--- src/rtl/serial_subtractor_if.sv ---
// serial_subtractor_if
//
// Handshake and data bundle for the bit-serial subtractor.
// The controlling logic uses the master side. The subtractor uses the slave side.
//
//   start  master -> slave  request a new subtraction
//   A      master -> slave  minuend, WIDTH bits
//   B      master -> slave  subtrahend, WIDTH bits
//   Bin    master -> slave  borrow-in
//   busy   slave -> master  high while bits are being processed
//   done   slave -> master  one-cycle pulse when the result is written
//   D      slave -> master  difference, WIDTH bits, held until the next completion
//   Bout   slave -> master  borrow-out of the MSB, held with D
//   Z      slave -> master  D == 0, held with D
interface serial_subtractor_if #(
    parameter int WIDTH = 8
);
    logic             start;
    logic [WIDTH-1:0] A;
    logic [WIDTH-1:0] B;
    logic             Bin;
    logic             busy;
    logic             done;
    logic [WIDTH-1:0] D;
    logic             Bout;
    logic             Z;

    modport master (
        output start, A, B, Bin,
        input  busy, done, D, Bout, Z
    );

    modport slave (
        input  start, A, B, Bin,
        output busy, done, D, Bout, Z
    );
endinterface

--- src/rtl/serial_subtractor.sv ---
// serial_subtractor
//
// Bit-serial subtractor. It computes A - B - Bin one bit per clock, starting
// with the LSB, using a single registered full-subtractor cell.
// A start accepted at edge E0 produces the result and a done pulse at edge E0+WIDTH.
//
//   clk  rising-edge clock
//   rst  asynchronous, active-high reset
//   bus  serial_subtractor_if.slave
//        inputs:  start, A, B, Bin
//        outputs: busy, done, D, Bout, Z
//        All outputs are registered.
module serial_subtractor #(
    parameter int WIDTH = 8
) (
    input  logic                 clk,
    input  logic                 rst,
    serial_subtractor_if.slave   bus
);

    localparam int CNT_W = (WIDTH > 2) ? $clog2(WIDTH) : 1;

    typedef enum logic [1:0] {
        IDLE = 2'd0,
        RUN  = 2'd1,
        DONE = 2'd2
    } state_t;

    state_t           state;
    logic [WIDTH-1:0] a_sh;
    logic [WIDTH-1:0] b_sh;
    logic [WIDTH-1:0] res_sh;
    logic             br;
    logic [CNT_W-1:0] cnt;

    logic             a_bit;
    logic             b_bit;
    logic             d_bit;
    logic             br_next;
    logic [WIDTH-1:0] res_next;
    logic             last_bit;

    // Full-subtractor cell working on the current LSBs and the running borrow.
    // Each result bit enters at the MSB end. After WIDTH shifts, the first bit
    // computed (the LSB) has reached bit 0.
    always_comb begin
        a_bit    = a_sh[0];
        b_bit    = b_sh[0];
        d_bit    = a_bit ^ b_bit ^ br;
        br_next  = (~a_bit & b_bit) | (~(a_bit ^ b_bit) & br);
        res_next = {d_bit, res_sh[WIDTH-1:1]};
        last_bit = (cnt == CNT_W'(WIDTH - 1));
    end

    // Control FSM and datapath.
    // IDLE and DONE both accept a new start. This allows back-to-back operations
    // with an issue interval of WIDTH+1 cycles. The visible result registers are
    // written only on the last RUN edge.
    always_ff @(posedge clk or posedge rst) begin
        if (rst) begin
            state    <= IDLE;
            a_sh     <= '0;
            b_sh     <= '0;
            res_sh   <= '0;
            br       <= 1'b0;
            cnt      <= '0;
            bus.busy <= 1'b0;
            bus.done <= 1'b0;
            bus.D    <= '0;
            bus.Bout <= 1'b0;
            bus.Z    <= 1'b0;
        end else begin
            case (state)
                IDLE, DONE: begin
                    bus.done <= 1'b0;
                    if (bus.start) begin
                        a_sh     <= bus.A;
                        b_sh     <= bus.B;
                        br       <= bus.Bin;
                        res_sh   <= '0;
                        cnt      <= '0;
                        bus.busy <= 1'b1;
                        state    <= RUN;
                    end else begin
                        bus.busy <= 1'b0;
                        state    <= IDLE;
                    end
                end
                RUN: begin
                    a_sh   <= a_sh >> 1;
                    b_sh   <= b_sh >> 1;
                    br     <= br_next;
                    res_sh <= res_next;
                    cnt    <= cnt + CNT_W'(1);
                    if (last_bit) begin
                        bus.D    <= res_next;
                        bus.Bout <= br_next;
                        bus.Z    <= (res_next == '0);
                        bus.busy <= 1'b0;
                        bus.done <= 1'b1;
                        state    <= DONE;
                    end
                end
                default: begin
                    bus.busy <= 1'b0;
                    bus.done <= 1'b0;
                    state    <= IDLE;
                end
            endcase
        end
    end

endmodule

--- src/flat_wrapper.sv ---
// flat-port wrapper written by rule: the top's interface ports become plain ports
module serial_subtractor_flat 
#(
    parameter int WIDTH = 8
)
  (clk, rst, bus_start, bus_A, bus_B, bus_Bin, bus_busy, bus_done, bus_D, bus_Bout, bus_Z);
  serial_subtractor_if #(.WIDTH(WIDTH)) bus_i ();
  input  logic clk;
  input  logic rst;
  input wire logic [$bits(bus_i.start)-1:0] bus_start;
  input wire logic [$bits(bus_i.A)-1:0] bus_A;
  input wire logic [$bits(bus_i.B)-1:0] bus_B;
  input wire logic [$bits(bus_i.Bin)-1:0] bus_Bin;
  output wire logic [$bits(bus_i.busy)-1:0] bus_busy;
  output wire logic [$bits(bus_i.done)-1:0] bus_done;
  output wire logic [$bits(bus_i.D)-1:0] bus_D;
  output wire logic [$bits(bus_i.Bout)-1:0] bus_Bout;
  output wire logic [$bits(bus_i.Z)-1:0] bus_Z;
  assign bus_i.start = bus_start;
  assign bus_i.A = bus_A;
  assign bus_i.B = bus_B;
  assign bus_i.Bin = bus_Bin;
  assign bus_busy = bus_i.busy;
  assign bus_done = bus_i.done;
  assign bus_D = bus_i.D;
  assign bus_Bout = bus_i.Bout;
  assign bus_Z = bus_i.Z;
  serial_subtractor #(.WIDTH(WIDTH)) u_core (.clk(clk), .rst(rst), .bus(bus_i));
endmodule
--- config.mk ---
export PLATFORM = sky130hd
export DESIGN_NAME = serial_subtractor_flat
export DESIGN_NICKNAME = d
export VERILOG_FILES = /design/src/rtl/serial_subtractor_if.sv /design/src/rtl/serial_subtractor.sv /design/src/flat_wrapper.sv
export SDC_FILE = /design/constraint.sdc
export NUM_CORES = 1
export LEC_CHECK = 0
export ABC_AREA = 1
export ABC_CLOCK_PERIOD_IN_PS = 1180
export CAP_MARGIN = 15
export CORE_MARGIN = 2
export CORE_UTILIZATION = 47
export DETAILED_ROUTE_END_ITERATION = 7
export PLACE_DENSITY_LB_ADDON = 0.05
export SYNTH_ARGS = -nofsm -noshare
export SYNTH_HDL_FRONTEND = slang
export SYNTH_SLANG_ARGS = --single-unit
--- constraint.sdc ---
create_clock -name clk -period 1.18 [get_ports clk]
set_input_delay 0.118 -clock clk [delete_from_list [all_inputs] [get_ports clk]]
set_output_delay 0.118 -clock clk [all_outputs]
set_load 0.1 [all_outputs]
==> qor.txt <==
DETAILED ROUTING
--------------------------------------------------------------------------------------
Number of design rule violations left after detail routing ..............            0
Via-to-Cell Ratio .......................................................         4.79
Routed length per instance ..............................................      12.3 um
Count of TritonRoute iterations in the first routing pass ...............            4
Wirelength, routed ......................................................      3970 um
Final antenna-violating net count .......................................            0
Initial DRC count .......................................................           66
Number of vias in the routed layout .....................................         1553

TIMING
--------------------------------------------------------------------------------------
Total count of max-transition violations in the final report ............            0
Tightest hold margin ....................................................       178 ps
Worst Max-Slew Pin Slew .................................................       219 ps
Worst relative slew slack ...............................................        85.4%
Final cycle utilization of the critical path ............................         114%
RSZ-0062 raised after global routing ....................................         true
Minimum setup slack in the final design .................................      -169 ps
Fmax ....................................................................      741 MHz
Post-layout min period ..................................................      1350 ps
Final clock skew ........................................................      1.98 ps
Total of endpoints with negative setup slack in the final report ........           15
Final hold viol count ...................................................            0

LOGIC SYNTHESIS
--------------------------------------------------------------------------------------
Post-synthesis instance area ............................................   1860 sq um
Synth top cells by count ................................................ 82 x nand2_1, 42 x inv_1, 40 x dfrtp_1
Area fraction of the dominant cell type after synthesis .................        53.9%
Sequential share of the synthesized area ................................        53.9%
Post-synthesis register bit count .......................................           40
Primary flip-flop cell chosen by synthesis mapping ......................      dfrtp_1
Mapped Cells ............................................................          225
Leading area contributor after synthesis ................................      dfrtp_1
Most area-consuming cells after synthesis ............................... dfrtp_1 54%, nand2_1 17%, inv_1 8.5%
Most repeated cell in the gate-level netlist after synthesis ............      nand2_1
Synth Warn # ............................................................            0
Net Count, Synth ........................................................          248
Number of library cell types mapped by synthesis ........................           20
Post-synth EDFFs ........................................................            0
Share of synthesized flip-flops with an asynchronous set or reset .......         100%
Per-instance average area after synthesis ...............................   8.26 sq um

FLOORPLAN
--------------------------------------------------------------------------------------
Initial core utilization ................................................        49.6%
Die boundary height .....................................................      66.9 um
IO Count ................................................................           32
Die area ................................................................   4470 sq um
Floorplan Core Area .....................................................   3740 sq um
Number of placement rows ................................................           22
Chip width ..............................................................      66.9 um

GRT
--------------------------------------------------------------------------------------
Antenna violations before repair ........................................            0
Via count of the first global-routing pass ..............................         1481
First-pass GRT wire length ..............................................      6600 um
Global route total overflow .............................................            0
Global routing usage summed across all routing layers ...................        20.0%
Largest net degree at the start of global routing .......................           41

SETUP PATH
--------------------------------------------------------------------------------------
Worst-case reg-to-reg path depth ........................................            7
Critical Path End Type ..................................................     register
Required time of the critical path ......................................      1360 ps
Worst Setup Start Kind ..................................................     register
Maximum fanout encountered on the critical timing path ..................            2
Crit Path Category ......................................................      reg2reg
WP data arrival .........................................................      1530 ps

PLACE
--------------------------------------------------------------------------------------
Port-buffer cells .......................................................           31
Half-perimeter wire length after detailed placement .....................      2560 um
Placer's final routability congestion estimate ..........................        0.747
Worst slack, placed .....................................................      -104 ps

CELLS AND AREA
--------------------------------------------------------------------------------------
Fill cells ..............................................................          236
Total area of multi-input combinational cells ...........................    852 sq um
Post-route core utilization .............................................        77.3%
Sequential cell area in the final layout ................................   1000 sq um
Final antenna diode count ...............................................            0
Final net count .........................................................          298
P&R area growth vs syn ..................................................        55.8%
Share of post-route cells with drive strength above 1 ...................        35.1%

CLOCK TREE
--------------------------------------------------------------------------------------
Count of hold buffers inserted by post-cts repair .......................            0
Clock Sink Count ........................................................           40
H-tree levels ...........................................................            2
CTS Buffer Depth ........................................................            2
Clock Tree Root .........................................................     clkbuf_8
Clock buffers created by TritonCTS ......................................            5
Clock slew at the register clock pins of the worst setup and hold paths .        70 ps
CTS tree ................................................................         done
Worst-skew pair later-pin latency .......................................       290 ps

OUTCOME
--------------------------------------------------------------------------------------
Violations in the final reports ......................................... setup timing
Outcome ................................................................. finished, violations left

HOLD PATH
--------------------------------------------------------------------------------------
Min-Delay Path Class ....................................................     in2async

FLOW RUN
--------------------------------------------------------------------------------------
Count of max-cap constraint violations ..................................            0

## cell type report
type / instances / area share [%]
clock buffers: 6 / 2.85
clock inverters: 2 / 0.346
inverters: 45 / 6.57
multi-input cells: 132 / 29.4
flip-flops and latches: 40 / 34.7
well taps: 48 / 2.08
repair buffers: 51 / 24.0
## worst max-delay path, stage by stage, from the launching register on
cell and delay (ps):
dfrtp_1 370, inv_2 50, fa_2 590, nor2_2 40
nand2_1 50, nor2_1 50, nand2_1 60, nand2_1 40
## layout by cell type (no fill, tap or decap), types with 2 or more instances in the layout
cell type,instances
buf_12,17
buf_4,6
buf_6,7
clkbuf_8,6
clkdlybuf4s50_1,19
clkinv_2,3
dfrtp_1,39
inv_1,39
inv_2,2
nand2_1,57
nand2_2,14
nand2_4,12
nand2_8,3
nand3_1,6
nand3_2,9
nor2_1,6
o21ai_0,3
o21ai_1,2
o21ai_2,7
o22ai_1,7
## routing by layer
metal	wire (um)	up-vias	GRT usage, %
met5	0	-	0
met4	28	0	6.89
met3	141	4	4.73
met2	2160	25	35.3
met1	1640	746	23.7
li1	-	778	-
## logic make-up (layout without fill, tap and decap cells)
family                   Yosys count  after routing  synth area share [%]
adder cells (fa/ha/maj)            3              3                  2.42
AO/OA/AOI/OAI                     20             20                  5.86
AND/OR/NAND/NOR                  109            109                  24.5
flip-flops                        40             40                  53.9
buffers and inverters             53            104                  13.3
## registers in the layout, indices dropped and copies added (netlist names)
name	flops
u_core.a_sh	8
u_core.b_sh	8
u_core.br	1
u_core.bus.Bout	1
u_core.bus.D	8
u_core.bus.Z	1
u_core.bus.busy	1
u_core.cnt	3
u_core.res_sh	7
u_core.state	2
## path summary, 6_finish.rpt
kind | slack (ps) | startpoint | to
setup / recovery | -170 | u_core.b_sh[0] | u_core.bus.Z
hold / removal | 180 | rst | u_core.b_sh[3]
setup reg to reg | -170 | u_core.b_sh[0] | u_core.bus.Z
hold reg to reg | 480 | u_core.b_sh[2] | u_core.b_sh[2]
max in group asynchronous | 790 | rst | u_core.state[1]
min in group clk | 390 | bus_A[7] | u_core.a_sh[7]
## timing repair
| action | in CTS | in global routing |
|---|---|---|
| cloned | 1 | 1 |
| setup endpoints to repair | 28 | 35 |
| pin swaps | 8 | 25 |
| setup buffers | 4 | 1 |
| resized for setup | 18 | 60 |
## metrics by stage
step / instance area, sq um / cells / TNS (ps)
after CTS: 2660 / 323 / -548
after floorplan: 1880 / 225 / -3530
after global routing: 2890 / 324 / -1530
after detailed placement: 2440 / 311 / -1710
after global placement: 2440 / 311 / -1280
final: 2890 / 324 / -607
Power is not shown: default switching activity piles up to over one toggle a cycle in this logic, so the estimate is an artifact.
